File: src/rtl/xnor_kernel_feeder_if.sv
// Stream and XNOR-side signal bundle for xnor_kernel_feeder.
// The master view belongs to the feeder; the slave view belongs to whatever surrounds it.
interface xnor_kernel_feeder_if #(
    parameter int KERNEL_SIZE = 16,
    parameter int NUM_PIXELS  = 8
);
    logic                   w_valid;
    logic [KERNEL_SIZE-1:0] w_data;
    logic                   w_ready;
    logic                   pix_valid;
    logic [KERNEL_SIZE-1:0] pix_data;
    logic                   pix_ready;
    logic                   weight_wr;
    logic [KERNEL_SIZE-1:0] weight_in;
    logic                   input_plugin;
    logic [KERNEL_SIZE-1:0] pixels_in;
    logic                   xn_ready;
    logic                   xn_result;
    logic                   res_valid;
    logic [NUM_PIXELS-1:0]  res_word;
    logic                   res_ready;
    logic                   err_out;

    modport master (
        input  w_valid, w_data, pix_valid, pix_data, xn_ready, xn_result, res_ready,
        output w_ready, pix_ready, weight_wr, weight_in, input_plugin, pixels_in,
        output res_valid, res_word, err_out
    );

    modport slave (
        output w_valid, w_data, pix_valid, pix_data, xn_ready, xn_result, res_ready,
        input  w_ready, pix_ready, weight_wr, weight_in, input_plugin, pixels_in,
        input  res_valid, res_word, err_out
    );
endinterface

File: src/rtl/xnor_kernel_feeder.sv
// Feeds one weight plus a job of NUM_PIXELS pixel vectors to an XNOR popcount unit
// and packs the 1-bit results into a word returned over valid/ready.
module xnor_kernel_feeder #(
    parameter int KERNEL_SIZE = 16,
    parameter int NUM_PIXELS  = 8
) (
    input  logic                clock,
    input  logic                reset,
    xnor_kernel_feeder_if.master bus
);
    localparam int CW = $clog2(NUM_PIXELS + 1);
    localparam logic [CW-1:0] LAST = CW'(NUM_PIXELS);

    typedef enum logic [2:0] {IDLE, LOAD_W, STREAM, DRAIN, OUT} state_t;

    state_t                 state;
    logic [CW-1:0]          issue_cnt;
    logic [CW-1:0]          result_cnt;
    logic [CW-1:0]          outstanding;
    logic [CW-1:0]          result_next;
    logic                   weight_loaded;
    logic                   pix_fire;
    logic                   capture;

    logic                   weight_wr_q;
    logic [KERNEL_SIZE-1:0] weight_in_q;
    logic                   input_plugin_q;
    logic [KERNEL_SIZE-1:0] pixels_in_q;
    logic                   res_valid_q;
    logic [NUM_PIXELS-1:0]  res_word_q;
    logic                   err_q;

    assign bus.w_ready   = (state == IDLE);
    assign bus.pix_ready = (state == STREAM) && (issue_cnt < LAST);

    assign pix_fire    = bus.pix_valid && bus.pix_ready;
    assign outstanding = issue_cnt - result_cnt;
    assign capture     = bus.xn_ready && (outstanding != '0);
    assign result_next = result_cnt + CW'(capture);

    assign bus.weight_wr    = weight_wr_q;
    assign bus.weight_in    = weight_in_q;
    assign bus.input_plugin = input_plugin_q;
    assign bus.pixels_in    = pixels_in_q;
    assign bus.res_valid    = res_valid_q;
    assign bus.res_word     = res_word_q;
    assign bus.err_out      = err_q;

    // Sequencing, result capture and error tracking share one register block.
    always_ff @(posedge clock or posedge reset) begin
        if (reset) begin
            state          <= IDLE;
            issue_cnt      <= '0;
            result_cnt     <= '0;
            weight_loaded  <= 1'b0;
            weight_wr_q    <= 1'b0;
            weight_in_q    <= '0;
            input_plugin_q <= 1'b0;
            pixels_in_q    <= '0;
            res_valid_q    <= 1'b0;
            res_word_q     <= '0;
            err_q          <= 1'b0;
        end else begin
            weight_wr_q    <= 1'b0;
            input_plugin_q <= pix_fire;
            if (pix_fire) begin
                pixels_in_q <= bus.pix_data;
                issue_cnt   <= issue_cnt + CW'(1);
            end

            // A result with nothing in flight is dropped and flagged, never packed.
            if (capture) begin
                for (int i = 0; i < NUM_PIXELS; i++) begin
                    if (result_cnt == CW'(i)) res_word_q[i] <= bus.xn_result;
                end
                result_cnt <= result_next;
            end else if (bus.xn_ready) begin
                err_q <= 1'b1;
            end

            case (state)
                IDLE: begin
                    if (bus.w_valid) begin
                        weight_in_q <= bus.w_data;
                        weight_wr_q <= 1'b1;
                        state       <= LOAD_W;
                    end else if (bus.pix_valid && weight_loaded) begin
                        state <= STREAM;
                    end
                end
                LOAD_W: begin
                    weight_loaded <= 1'b1;
                    state         <= STREAM;
                end
                STREAM: begin
                    if (pix_fire && (issue_cnt == LAST - CW'(1))) state <= DRAIN;
                end
                DRAIN: begin
                    if (result_next == LAST) begin
                        res_valid_q <= 1'b1;
                        state       <= OUT;
                    end
                end
                OUT: begin
                    if (bus.res_ready) begin
                        res_valid_q <= 1'b0;
                        res_word_q  <= '0;
                        issue_cnt   <= '0;
                        result_cnt  <= '0;
                        state       <= IDLE;
                    end
                end
                default: state <= IDLE;
            endcase
        end
    end
endmodule

File: src/flat_wrapper.sv
// flat-port wrapper written by rule: the top's interface ports become plain ports
module xnor_kernel_feeder_flat 
#(
    parameter int KERNEL_SIZE = 16,
    parameter int NUM_PIXELS  = 8
)
  (clock, reset, bus_w_valid, bus_w_data, bus_pix_valid, bus_pix_data, bus_xn_ready, bus_xn_result, bus_res_ready, bus_w_ready, bus_pix_ready, bus_weight_wr, bus_weight_in, bus_input_plugin, bus_pixels_in, bus_res_valid, bus_res_word, bus_err_out);
  xnor_kernel_feeder_if #(.KERNEL_SIZE(KERNEL_SIZE), .NUM_PIXELS(NUM_PIXELS)) bus_i ();
  input  logic clock;
  input  logic reset;
  input wire logic [$bits(bus_i.w_valid)-1:0] bus_w_valid;
  input wire logic [$bits(bus_i.w_data)-1:0] bus_w_data;
  input wire logic [$bits(bus_i.pix_valid)-1:0] bus_pix_valid;
  input wire logic [$bits(bus_i.pix_data)-1:0] bus_pix_data;
  input wire logic [$bits(bus_i.xn_ready)-1:0] bus_xn_ready;
  input wire logic [$bits(bus_i.xn_result)-1:0] bus_xn_result;
  input wire logic [$bits(bus_i.res_ready)-1:0] bus_res_ready;
  output wire logic [$bits(bus_i.w_ready)-1:0] bus_w_ready;
  output wire logic [$bits(bus_i.pix_ready)-1:0] bus_pix_ready;
  output wire logic [$bits(bus_i.weight_wr)-1:0] bus_weight_wr;
  output wire logic [$bits(bus_i.weight_in)-1:0] bus_weight_in;
  output wire logic [$bits(bus_i.input_plugin)-1:0] bus_input_plugin;
  output wire logic [$bits(bus_i.pixels_in)-1:0] bus_pixels_in;
  output wire logic [$bits(bus_i.res_valid)-1:0] bus_res_valid;
  output wire logic [$bits(bus_i.res_word)-1:0] bus_res_word;
  output wire logic [$bits(bus_i.err_out)-1:0] bus_err_out;
  assign bus_i.w_valid = bus_w_valid;
  assign bus_i.w_data = bus_w_data;
  assign bus_i.pix_valid = bus_pix_valid;
  assign bus_i.pix_data = bus_pix_data;
  assign bus_i.xn_ready = bus_xn_ready;
  assign bus_i.xn_result = bus_xn_result;
  assign bus_i.res_ready = bus_res_ready;
  assign bus_w_ready = bus_i.w_ready;
  assign bus_pix_ready = bus_i.pix_ready;
  assign bus_weight_wr = bus_i.weight_wr;
  assign bus_weight_in = bus_i.weight_in;
  assign bus_input_plugin = bus_i.input_plugin;
  assign bus_pixels_in = bus_i.pixels_in;
  assign bus_res_valid = bus_i.res_valid;
  assign bus_res_word = bus_i.res_word;
  assign bus_err_out = bus_i.err_out;
  xnor_kernel_feeder #(.KERNEL_SIZE(KERNEL_SIZE), .NUM_PIXELS(NUM_PIXELS)) u_core (.clock(clock), .reset(reset), .bus(bus_i));
endmodule
File: config.mk
export PLATFORM = sky130hd
export DESIGN_NAME = xnor_kernel_feeder_flat
export DESIGN_NICKNAME = d
export VERILOG_FILES = /design/src/rtl/xnor_kernel_feeder_if.sv /design/src/rtl/xnor_kernel_feeder.sv /design/src/flat_wrapper.sv
export SDC_FILE = /design/constraint.sdc
export NUM_CORES = 1
export LEC_CHECK = 0
export ABC_AREA = 0
export BUFFER_PORTS_ARGS = -buffer_cell sky130_fd_sc_hd__buf_2
export CORE_ASPECT_RATIO = 0.75
export CORE_MARGIN = 2
export CORE_UTILIZATION = 44
export CTS_CLUSTER_SIZE = 30
export DETAILED_ROUTE_END_ITERATION = 7
export GPL_TIMING_DRIVEN = 0
export PLACE_DENSITY = 0.82
export SYNTH_ARGS = -nofsm -noshare
export SYNTH_HDL_FRONTEND = slang
export SYNTH_SLANG_ARGS = --single-unit
File: constraint.sdc
create_clock -name clock -period 6 [get_ports clock]
set_clock_uncertainty 0.05 [all_clocks]
set_input_delay 1.2 -clock clock [delete_from_list [all_inputs] [get_ports clock]]
set_output_delay 1.2 -clock clock [all_outputs]
set_load 0.02 [all_outputs]
==> results.rst, run 1 <==
.. list-table::
   :header-rows: 1

   * - Metric
     - Value
   * - Result of the run
     - finished clean
   * - Pin count of the biggest net entering global routing
     - 34
   * - Number of buffers on the longest clock path
     - 2
   * - Detail-routed via count per cell
     - 4.97
   * - Source of the critical timing path
     - u_core.result_cnt[2]$_DFF_PP0_
   * - Master cell of the clock root buffer
     - sky130_fd_sc_hd__clkbuf_8
   * - Gate Count Post-Synth
     - 210
   * - Htree depth
     - 2
   * - Vias in the first global route
     - 1892
   * - Die width
     - 92.4 µm
   * - Starting DRC count in detailed routing
     - 167
   * - Clock tree from TritonCTS
     - yes
   * - Data required time at the worst endpoint
     - 6.18 ns
   * - Fraction of layout instances using a drive strength above 1
     - 46.4%
   * - Accumulated negative setup slack
     - 0 ns
   * - Post-CTS Setup Repair Bufs
     - 0
   * - Maximum clock frequency
     - 294 MHz
   * - Height of the die
     - 70.3 µm
   * - Startpoint of the most critical hold path
     - u_core.weight_loaded$_DFFE_PP0P_
   * - Count of port buffers added during placement
     - 83
   * - IO Count
     - 85
   * - Clock Latency Late Sink
     - 0.30 ns
   * - Final non-filler cell area
     - 3200 µm²
   * - Instance area after placement
     - 3110 µm²
   * - Post-route ant nets
     - 0
   * - Final Hold Violating Endpoints
     - 0
   * - Clock transition at path regs
     - 0.09 ns
   * - Net count after synthesis
     - 255
   * - Effective utilization at floorplan
     - 45.0%
   * - Avg Inst Size Synth
     - 12.3 µm²
   * - Final setup violation count
     - 0
   * - Ratio of final minimum period to clock period
     - 56.7%
   * - Layout overhead on the synthesized area
     - 23.9%
   * - Arrival time worst endpoint
     - 3.58 ns
   * - Number of sinks driven by the clock tree
     - 56
   * - Hold slack
     - 0.419 ns
   * - DP HPWL
     - 4020 µm
   * - Relative slew slack
     - 51.6%
   * - Remaining Overflow, GRT
     - 0
   * - Max-cap check violation count
     - 0
   * - DR vias
     - 1887
   * - Maximum ir drop on the vdd rail
     - 274 µV
   * - Area of the mapped netlist
     - 2580 µm²
   * - Yosys top cell by area
     - sky130_fd_sc_hd__dfrtp_1
   * - CP Capture Type
     - flip-flop
   * - Total die area
     - 6500 µm²
   * - Pwr Density
     - 564 nW/µm²
   * - # nets final
     - 346
   * - Final critical-path required period
     - 3.40 ns
   * - RSZ-0062 raised after global routing
     - false
   * - Total wire length
     - 5310 µm
   * - Total area of multi-input combinational cells
     - 1070 µm²
   * - Final count of pins violating max slew
     - 0
   * - Register cell area after layout
     - 1400 µm²
   * - Kind of critical path
     - flip-flop to flip-flop
   * - Type of element launching the critical path
     - flip-flop
   * - Max FO, Critical Path
     - 8
   * - Number of library cell types mapped by synthesis
     - 38
   * - Actual slew at the worst max-slew pin
     - 0.719 ns
   * - Yosys reg bits
     - 56
   * - GR Util All Layers
     - 17.1%
   * - Number of enable-type register cells in the synthesized netlist
     - 0
   * - Area share of the largest cell type after synthesis
     - 54.3%
   * - Global placement routability congestion
     - 0.799
   * - Critical R2R Launch
     - u_core.result_cnt[2]$_DFF_PP0_
   * - Number of buffers added to fix hold violations after cts
     - 0
   * - Count of instances resized after the clock tree is built
     - 0
   * - Utilization of the core after routing
     - 55.8%
   * - Total inserted antenna cells
     - 0
   * - Core outline area
     - 5740 µm²
   * - Lkg Pwr
     - 1.57 nW
   * - Number of iterations in the first detailed-routing pass
     - 4
   * - Min-Delay Path Class
     - flip-flop to flip-flop
   * - Share of synthesized flip-flops with an asynchronous set or reset
     - 100%
   * - Number of standard-cell rows in the floorplan
     - 24
   * - Seq/Total Area, Yosys
     - 54.3%
   * - Detail-routed net length per standard cell
     - 14.0 µm
   * - Most used DFF post-synth
     - sky130_fd_sc_hd__dfrtp_1
   * - Number of antenna violations at the first check in global routing
     - 0
   * - Wire length of the first global-routing pass
     - 8840 µm
   * - Count of unresolved DRC violations after routing
     - 0
   * - Cell types with the largest area share after synthesis
     - sky130_fd_sc_hd__dfrtp_1 54%, sky130_fd_sc_hd__mux2_2 14%, sky130_fd_sc_hd__mux2i_1 3.9%
   * - Number of buffers inserted during clock tree synthesis
     - 5
   * - Filler cell count in the final layout
     - 484
   * - Yosys warning total
     - 0
path summary, 6_finish.rpt:
check	cells past startpoint	end	slack (ns)
worst max register to register	13	u_core.state[2]$_DFFE_PP0P_	2.60
min in group asynchronous	2	u_core.bus.pixels_in[6]$_DFFE_PP0P_	0.86
worst max-delay path	13	u_core.state[2]$_DFFE_PP0P_	2.60
max in group asynchronous	3	u_core.result_cnt[0]$_DFF_PP0_	4.50
worst min-delay path	1	u_core.weight_loaded$_DFFE_PP0P_	0.42
worst min register to register	1	u_core.weight_loaded$_DFFE_PP0P_	0.42
power by group:
group          switching [mW]  internal [mW]
Combinational           0.541          0.399
Clock                   0.119         0.0838
Sequential              0.108          0.556
synth_stat cells (2+ instances only):
master	number
sky130_fd_sc_hd__o21ai_0	4
sky130_fd_sc_hd__nor3_1	3
sky130_fd_sc_hd__a311oi_1	2
sky130_fd_sc_hd__xor2_1	4
sky130_fd_sc_hd__mux2_2	32
sky130_fd_sc_hd__nor2_1	19
sky130_fd_sc_hd__ha_1	6
sky130_fd_sc_hd__nand3_1	12
sky130_fd_sc_hd__mux2i_1	10
sky130_fd_sc_hd__nand3b_1	2
sky130_fd_sc_hd__buf_2	2
sky130_fd_sc_hd__buf_4	4
sky130_fd_sc_hd__dfrtp_1	56
sky130_fd_sc_hd__xnor2_1	2
sky130_fd_sc_hd__a21o_1	2
sky130_fd_sc_hd__inv_1	7
sky130_fd_sc_hd__clkbuf_8	2
sky130_fd_sc_hd__a21oi_1	3
sky130_fd_sc_hd__nand2_1	16
sky130_fd_sc_hd__a21o_2	2
sky130_fd_sc_hd__and2_1	3
kinds of logic (layout without fill, tap and decap cells):
group / after synthesis / after routing / share of synthesized area [%]
xor gates and xnor gates: 6 / 6 / 2.04
adders and majority gates: 6 / 6 / 2.91
AOI/OAI and AO/OA: 18 / 18 / 5.38
buffers and inverters: 17 / 109 / 4.22
and+or+nand+nor: 65 / 65 / 13.3
muxes: 42 / 42 / 17.8
DFF: 56 / 56 / 54.3
final cells by class:
class                      instances  area share [%]
inverter                           7           0.821
buffer                            10            2.58
sequential                        56            43.8
clock buffer                       7            2.39
tap                               78            3.05
timing repair buffer              84            13.6
multi-input combinational        137            33.5
clock inverter                     1           0.274
sequential cells by signal, summed over array words and instances (netlist names):
name                     count
u_core.bus.pixels_in        16
u_core.bus.weight_in        16
u_core.bus.res_word          8
u_core.issue_cnt             4
u_core.result_cnt            4
u_core.state                 3
u_core.bus.err_out           1
u_core.bus.input_plugin      1
u_core.bus.res_valid         1
u_core.bus.weight_wr         1
u_core.weight_loaded         1
metal layers:
layer,GRT usage [%],vias to the layer above,wire length [µm]
met5,0,-,0
met4,6.63,0,87
met3,3.34,8,266
met2,27.2,49,2540
met1,23.1,914,2420
li1,-,916,-
cell usage in the layout, fill, tap and decap left out, drive strengths merged:
master,netlist,routed
clkbuf,3,10
nor3,4,4
xor2,4,4
buf,7,91
a311oi,2,2
nand3b,2,2
inv,7,7
nor2b,2,2
a41oi,1,1
mux2,32,32
ha,6,6
a21oi,3,3
a211oi,1,1
o31ai,1,1
nor4,1,1
dfrtp,56,56
clkinv,0,1
a21o,4,4
mux2i,10,10
o22a,1,1
nand4b,1,1
nand3,12,12
or4,1,1
and2,3,3
and3b,1,1
nor4b,2,2
a32oi,1,1
nand2,16,16
o21ai,4,4
nor3b,1,1
xnor2,2,2
nor2,19,19
critical path, cell delays in order (launching register included):
cell                       delay, ns
sky130_fd_sc_hd__dfrtp_1        0.35
sky130_fd_sc_hd__buf_6          0.13
sky130_fd_sc_hd__inv_1          0.08
sky130_fd_sc_hd__ha_1           0.36
sky130_fd_sc_hd__a21oi_1        0.20
sky130_fd_sc_hd__nand3_1        0.15
sky130_fd_sc_hd__a211oi_4       0.38
sky130_fd_sc_hd__nor2_1         0.08
sky130_fd_sc_hd__ha_1           0.21
sky130_fd_sc_hd__ha_1           0.22
sky130_fd_sc_hd__xor2_1         0.17
sky130_fd_sc_hd__nor4_1         0.62
sky130_fd_sc_hd__nand4b_1       0.22
sky130_fd_sc_hd__o21ai_0        0.13
per-stage QoR:
step | std cells | power (mW) | worst slack [ns]
after global placement | 371 | 1.57 | 2.70
after CTS | 380 | 1.82 | 2.66
after detailed placement | 372 | 1.61 | 2.67
after global routing | 380 | 1.93 | 2.38
after floorplan | 210 | 1.33 | 3.21
final | 380 | 1.81 | 2.60
Power figures use the tool's default switching activity.
==> inputs of run 2 (changes only) <==
clock period = 3.19 ns   (was 6 ns; I/O delays follow)
==> results.rst, run 2 (synthesized netlist as in run 1, its figures left out) <==
.. list-table::
   :header-rows: 1

   * - Metric
     - Value
   * - Starting DRC count in detailed routing
     - 132
   * - Type of element launching the critical path
     - flip-flop
   * - Filler cell count in the final layout
     - 482
   * - Final setup violation count
     - 0
   * - Arrival time worst endpoint
     - 3.16 ns
   * - Min-Delay Path Class
     - input pin to async pin
   * - Count of buffering cells on the critical path with inverters included
     - 2
   * - Clock Latency Late Sink
     - 0.31 ns
   * - Critical Path Max Stage Delay
     - 0.37 ns
   * - Detail-routed net length per standard cell
     - 14.3 µm
   * - Effective utilization at floorplan
     - 45.0%
   * - Number of buffers inserted during clock tree synthesis
     - 5
   * - Max FO, Critical Path
     - 8
   * - Detail-routed via count per cell
     - 5.00
   * - Count of port buffers added during placement
     - 83
   * - Result of the run
     - finished clean
   * - Slack of the critical path
     - 0.184 ns
   * - Count of unresolved DRC violations after routing
     - 0
   * - Pre-CTS setup slack
     - -0.145 ns
   * - Data required time at the worst endpoint
     - 3.34 ns
   * - Die width
     - 92.4 µm
   * - IO Count
     - 85
   * - Pin count of the biggest net entering global routing
     - 34
   * - Top library cells by usage in the layout, fill and taps aside
     - 85 x sky130_fd_sc_hd__buf_2, 55 x sky130_fd_sc_hd__dfrtp_1, 32 x sky130_fd_sc_hd__mux2_2
   * - Number of antenna violations at the first check in global routing
     - 0
   * - Power, Total
     - 3.49 mW
   * - Lkg Pwr
     - 1.58 nW
   * - Kind of critical path
     - flip-flop to flip-flop
   * - Fraction of layout instances using a drive strength above 1
     - 47.9%
   * - Global placement routability congestion
     - 0.799
   * - Height of the die
     - 70.3 µm
   * - # nets final
     - 347
   * - Final count of pins violating max slew
     - 0
   * - Total inserted antenna cells
     - 0
   * - Most common cell after layout, fill and taps aside
     - sky130_fd_sc_hd__buf_2
   * - Number of sinks driven by the clock tree
     - 56
   * - Max stage delay cell, worst path
     - sky130_fd_sc_hd__nor4_4
   * - Core outline area
     - 5740 µm²
   * - Relative slew slack
     - 65.5%
   * - Crit-path cells
     - buf_6 > inv_1 > ha_4 > nand3b_1 > a21o_2 > a211oi_4 > nor2_1 > ha_1 > ha_1 > xor2_1 > nor4_4 > o22a_1 > nor2_1
   * - Total wire length
     - 5450 µm
   * - Max-cap check violation count
     - 0
   * - Vias in the first global route
     - 1892
   * - Ratio of final minimum period to clock period
     - 94.2%
   * - Remaining Overflow, GRT
     - 0
   * - Placed cells
     - 372
   * - Final cell count without fillers
     - 381
   * - Number of standard-cell rows in the floorplan
     - 24
   * - Number of iterations in the first detailed-routing pass
     - 4
   * - Cell class contributing the biggest share of worst-path delay
     - compound AO/OA/AOI/OAI gates
   * - Actual slew at the worst max-slew pin
     - 0.517 ns
   * - GR Util All Layers
     - 17.1%
   * - Final critical-path required period
     - 3.01 ns
   * - Maximum ir drop on the vdd rail
     - 502 µV
   * - Final Hold Violating Endpoints
     - 0
   * - CP Capture Type
     - flip-flop
   * - DP HPWL
     - 4020 µm
   * - Layout overhead on the synthesized area
     - 25.5%
   * - Number of buffers added to fix hold violations after cts
     - 0
   * - Total die area
     - 6500 µm²
   * - Clock tree from TritonCTS
     - yes
   * - Htree depth
     - 2
   * - Post-route ant nets
     - 0
   * - Number of buffers on the longest clock path
     - 2
   * - DR vias
     - 1906
   * - RSZ-0062 raised after global routing
     - false
   * - Clock transition at path regs
     - 0.10 ns
   * - Maximum clock frequency
     - 333 MHz
   * - Pwr Density
     - 1080 nW/µm²
   * - Wire length of the first global-routing pass
     - 8840 µm
   * - Accumulated negative setup slack
     - 0 ns
   * - Master cell of the clock root buffer
     - sky130_fd_sc_hd__clkbuf_8
==> run 2: cell types whose count changed in the layout (fill, tap and decap cells not counted), sizes merged <==
cell	before	now
buf	91	92
==> run 2: final timing paths <==
path | depth (start not counted) | slack (ns) | startpoint | end
setup / recovery | 13 | 0.18 | u_core.result_cnt[2]$_DFF_PP0_ | u_core.state[0]$_DFFE_PP0P_
hold reg to reg | 1 | 0.42 | u_core.weight_loaded$_DFFE_PP0P_ | u_core.weight_loaded$_DFFE_PP0P_
hold / removal | 2 | 0.30 | reset | u_core.bus.pixels_in[6]$_DFFE_PP0P_
max in group asynchronous | 3 | 2.25 | reset | u_core.result_cnt[3]$_DFF_PP0_
setup reg to reg | 13 | 0.18 | u_core.result_cnt[2]$_DFF_PP0_ | u_core.state[0]$_DFFE_PP0P_
min in group clock | 1 | 0.42 | u_core.weight_loaded$_DFFE_PP0P_ | u_core.weight_loaded$_DFFE_PP0P_
==> run 2: timing repair <==
action,CTS,global route
pin swaps,0,2
hold endpoints to repair,0,0
endpoints found under the setup margin,4,4
gates resized for setup,1,4
setup buffers,0,1
==> run 2: metrics by stage <==
stage / area [µm²] / hold slack, ns / util [%]
2_1_floorplan: 2580 / 0.378 / -
3_3_place_gp: 3090 / 0.391 / 53.9
3_5_place_dp: 3110 / 0.397 / 54.3
4_1_cts: 3210 / 0.317 / 55.9
5_1_grt: 3240 / 0.327 / 56.5
6_report: 3240 / 0.301 / 56.5
==> run 2: cell type report <==
class / instances / area [µm²] / share of cell area (%)
tap: 78 / 97.6 / 3.01
clock inverter: 1 / 8.76 / 0.270
multi-input combinational: 137 / 1100 / 34.0
clock buffer: 7 / 76.3 / 2.36
sequential: 56 / 1400 / 43.3
timing repair buffer: 85 / 443 / 13.7
inverter: 7 / 26.3 / 0.811
buffer: 10 / 82.6 / 2.55
==> run 2: metal layers <==
layer  up-vias  share of wire [%]  global-route usage [%]
met5         -                  0                       0
met4         0                1.8                    6.63
met3         7                5.3                    3.34
met2        54                 48                    27.4
met1       932                 45                    23.0
li1        913                  -                       -
==> run 2: where the power goes <==
group	total, mW	switching, mW	leakage (nW)	internal [mW]
clock	0.384	0.227	0.0424	0.158
sequential	1.25	0.205	0.674	1.05
combinational	1.85	1.06	0.859	0.792
==> run 2: worst register-to-register path, cell delays in order, from the launching register on <==
cell                       delay, ns
sky130_fd_sc_hd__dfrtp_1        0.35
sky130_fd_sc_hd__buf_6          0.12
sky130_fd_sc_hd__inv_1          0.10
sky130_fd_sc_hd__ha_4           0.31
sky130_fd_sc_hd__nand3b_1       0.10
sky130_fd_sc_hd__a21o_2         0.22
sky130_fd_sc_hd__a211oi_4       0.33
sky130_fd_sc_hd__nor2_1         0.08
sky130_fd_sc_hd__ha_1           0.21
sky130_fd_sc_hd__ha_1           0.22
sky130_fd_sc_hd__xor2_1         0.19
sky130_fd_sc_hd__nor4_4         0.37
sky130_fd_sc_hd__o22a_1         0.21
sky130_fd_sc_hd__nor2_1         0.04
==> inputs of run 3 (changes only) <==
PLACE_DENSITY = 0.79   (was 0.82)
clock period = 2.6 ns   (was 3.19 ns; I/O delays follow)
==> results.rst, run 3 (synthesized netlist as in run 1, its figures left out) <==
.. list-table::
   :header-rows: 1

   * - Metric
     - Value
   * - Sw Ratio
     - 40.0%
   * - Die width
     - 92.4 µm
   * - Effective utilization at floorplan
     - 45.0%
   * - # nets final
     - 354
   * - Wire length of the first global-routing pass
     - 8630 µm
   * - Actual slew at the worst max-slew pin
     - 0.439 ns
   * - Top library cells by usage in the layout, fill and taps aside
     - 85 x sky130_fd_sc_hd__buf_2, 55 x sky130_fd_sc_hd__dfrtp_1, 32 x sky130_fd_sc_hd__mux2_2
   * - Result of the run
     - finished with violations
   * - Critical R2R Launch
     - u_core.result_cnt[2]$_DFF_PP0_
   * - Remaining Overflow, GRT
     - 0
   * - Type of element launching the critical path
     - flip-flop
   * - Master cell of the clock root buffer
     - sky130_fd_sc_hd__clkbuf_8
   * - Count of buffering cells on the critical path with inverters included
     - 3
   * - Worst reg2reg path endpoint
     - u_core.state[2]$_DFFE_PP0P_
   * - IO Count
     - 85
   * - Sequential cell fraction of total power
     - 32.5%
   * - Fraction of layout instances using a drive strength above 1
     - 52.9%
   * - Power share of the clock group
     - 14.3%
   * - Global placement routability congestion
     - 0.809
   * - Total inserted antenna cells
     - 0
   * - Lkg Pwr
     - 1.64 nW
   * - Cell class contributing the biggest share of worst-path delay
     - adder cells
   * - Most used cell, CP
     - sky130_fd_sc_hd__ha_4
   * - Data required time at the worst endpoint
     - 2.80 ns
   * - RSZ-0062 raised after global routing
     - true
   * - GR Util All Layers
     - 16.5%
   * - Max FO, Critical Path
     - 3
   * - Final Hold Violating Endpoints
     - 0
   * - Max stage delay cell, worst path
     - sky130_fd_sc_hd__dfrtp_1
   * - Slack of the worst reg-to-reg path
     - -0.03 ns
   * - Final critical-path required period
     - 2.63 ns
   * - Wire length on met2
     - 2460 µm
   * - Kind of critical path
     - flip-flop to flip-flop
   * - Relative contribution of combinational cells to total power
     - 53.2%
   * - Relative slew slack
     - 70.6%
   * - Min-Delay Path Class
     - input pin to async pin
   * - Slack of the critical path
     - -0.0336 ns
   * - Clock Latency Late Sink
     - 0.31 ns
   * - Vias in the first global route
     - 1962
   * - Pwr Density
     - 1370 nW/µm²
   * - Clock tree from TritonCTS
     - yes
   * - Post-route met1 wirelength
     - 2320 µm
   * - Number of buffers on the longest clock path
     - 2
   * - Htree depth
     - 2
   * - Accumulated negative setup slack
     - -0.0668 ns
   * - Final count of pins violating max slew
     - 0
   * - Total wire length
     - 5270 µm
   * - Height of the die
     - 70.3 µm
   * - Violated checks
     - setup timing
   * - Instance area after placement
     - 3160 µm²
   * - Uppermost signal routing layer after detailed routing
     - met4
   * - Layout overhead on the synthesized area
     - 32.3%
   * - Number of buffers inserted during clock tree synthesis
     - 5
   * - Count of unresolved DRC violations after routing
     - 0
   * - Worst reg-to-reg path cell count
     - 14
   * - Critical Path Max Stage Delay
     - 0.36 ns
   * - Starting DRC count in detailed routing
     - 59
   * - Most common cell after layout, fill and taps aside
     - sky130_fd_sc_hd__buf_2
   * - Number of antenna violations at the first check in global routing
     - 0
   * - Core outline area
     - 5740 µm²
   * - Number of standard-cell rows in the floorplan
     - 24
   * - Count of port buffers added during placement
     - 83
   * - Maximum ir drop on the vdd rail
     - 628 µV
   * - Arrival time worst endpoint
     - 2.83 ns
   * - Maximum clock frequency
     - 380 MHz
   * - Met3 wire length
     - 432 µm
   * - Ratio of final minimum period to clock period
     - 101%
   * - Post-route ant nets
     - 0
   * - Cell-internal power
     - 2.81 mW
   * - Final non-filler cell area
     - 3420 µm²
   * - Number of sinks driven by the clock tree
     - 56
   * - CP Capture Type
     - flip-flop
   * - Pin count of the biggest net entering global routing
     - 41
   * - Detail-routed via count per cell
     - 4.93
   * - Crit-path cells
     - buf_6 > inv_4 > ha_4 > nand3b_1 > a21o_2 > a211oi_4 > nor2_1 > ha_2 > ha_4 > xor2_2 > nor4_2 > buf_4 > nand4b_1 > o21ai_1
   * - Clock transition at path regs
     - 0.10 ns
   * - Filler cell count in the final layout
     - 512
   * - Switch Pwr
     - 1.87 mW
   * - DR vias
     - 1911
   * - Detail-routed net length per standard cell
     - 13.6 µm
   * - Number of iterations in the first detailed-routing pass
     - 4
   * - DP HPWL
     - 3850 µm
   * - Final setup violation count
     - 3
   * - Max-cap check violation count
     - 0
   * - Total die area
     - 6500 µm²
-- run 3: cell count changes in the layout (fill, tap and decap cells not counted), sizes merged --
cell	before	now
buf	92	99
bufinv	0	2
clkbuf	10	8
clkinv	1	0
inv	7	8
-- run 3: timing repair --
action,in CTS,in global routing
gates cloned,0,0
buffers inserted,5,3
hold buffers,0,0
pin swaps,7,2
resized for setup,3,6
setup endpoints to repair,4,5
-- run 3: power by group through the flow --
stage	Combinational [mW]	Clock [mW]	Sequential (mW)
2_1_floorplan	1.22	0	1.94
5_1_grt	2.70	0.721	1.58
3_5_place_dp	2.23	0	1.56
6_report	2.49	0.669	1.52
3_3_place_gp	2.17	0	1.54
4_1_cts	2.34	0.692	1.53
-- run 3: through the flow --
step / hold WS, ns / utilization [%] / total power [mW] / setup WS, ns / std cells
floorplan: 0.378 / - / 3.17 / -0.0305 / 210
global placement: 0.389 / 54.8 / 3.70 / -0.264 / 371
detailed placement: 0.398 / 55.2 / 3.79 / -0.312 / 372
CTS: 0.119 / 58.4 / 4.56 / -0.00941 / 385
global route: 0.132 / 59.6 / 5.00 / -0.205 / 388
finish: 0.117 / 59.6 / 4.68 / -0.0336 / 388
-- run 3: area by class of cell --
type / count / area (µm²) / share of cell area, %
clock inverters: 3 / 68.8 / 2.01
clock buffers: 5 / 68.8 / 2.01
plain buffers: 10 / 82.6 / 2.42
flip-flops and latches: 56 / 1400 / 41.1
repair buffers: 92 / 495 / 14.5
inverters: 7 / 28.8 / 0.842
well taps: 78 / 97.6 / 2.86
multi-input cells: 137 / 1170 / 34.3
-- run 3: how the worst max path moves through the flow --
stage	start	end	cells after the start
after global placement	u_core.result_cnt[1]$_DFF_PP0_	u_core.state[2]$_DFFE_PP0P_	12
after detailed placement	u_core.result_cnt[1]$_DFF_PP0_	u_core.state[2]$_DFFE_PP0P_	12
final	u_core.result_cnt[2]$_DFF_PP0_	u_core.state[2]$_DFFE_PP0P_	14
after CTS	u_core.result_cnt[2]$_DFF_PP0_	u_core.state[2]$_DFFE_PP0P_	14
after floorplan	u_core.result_cnt[2]$_DFF_PP0_	u_core.state[0]$_DFFE_PP0P_	13
after global routing	u_core.result_cnt[2]$_DFF_PP0_	u_core.state[2]$_DFFE_PP0P_	14
-- run 3: metal layers --
metal	GRT usage, %	up-vias
met5	0	-
met4	3.98	0
met3	5.72	7
met2	27.9	65
met1	20.5	913
li1	-	926
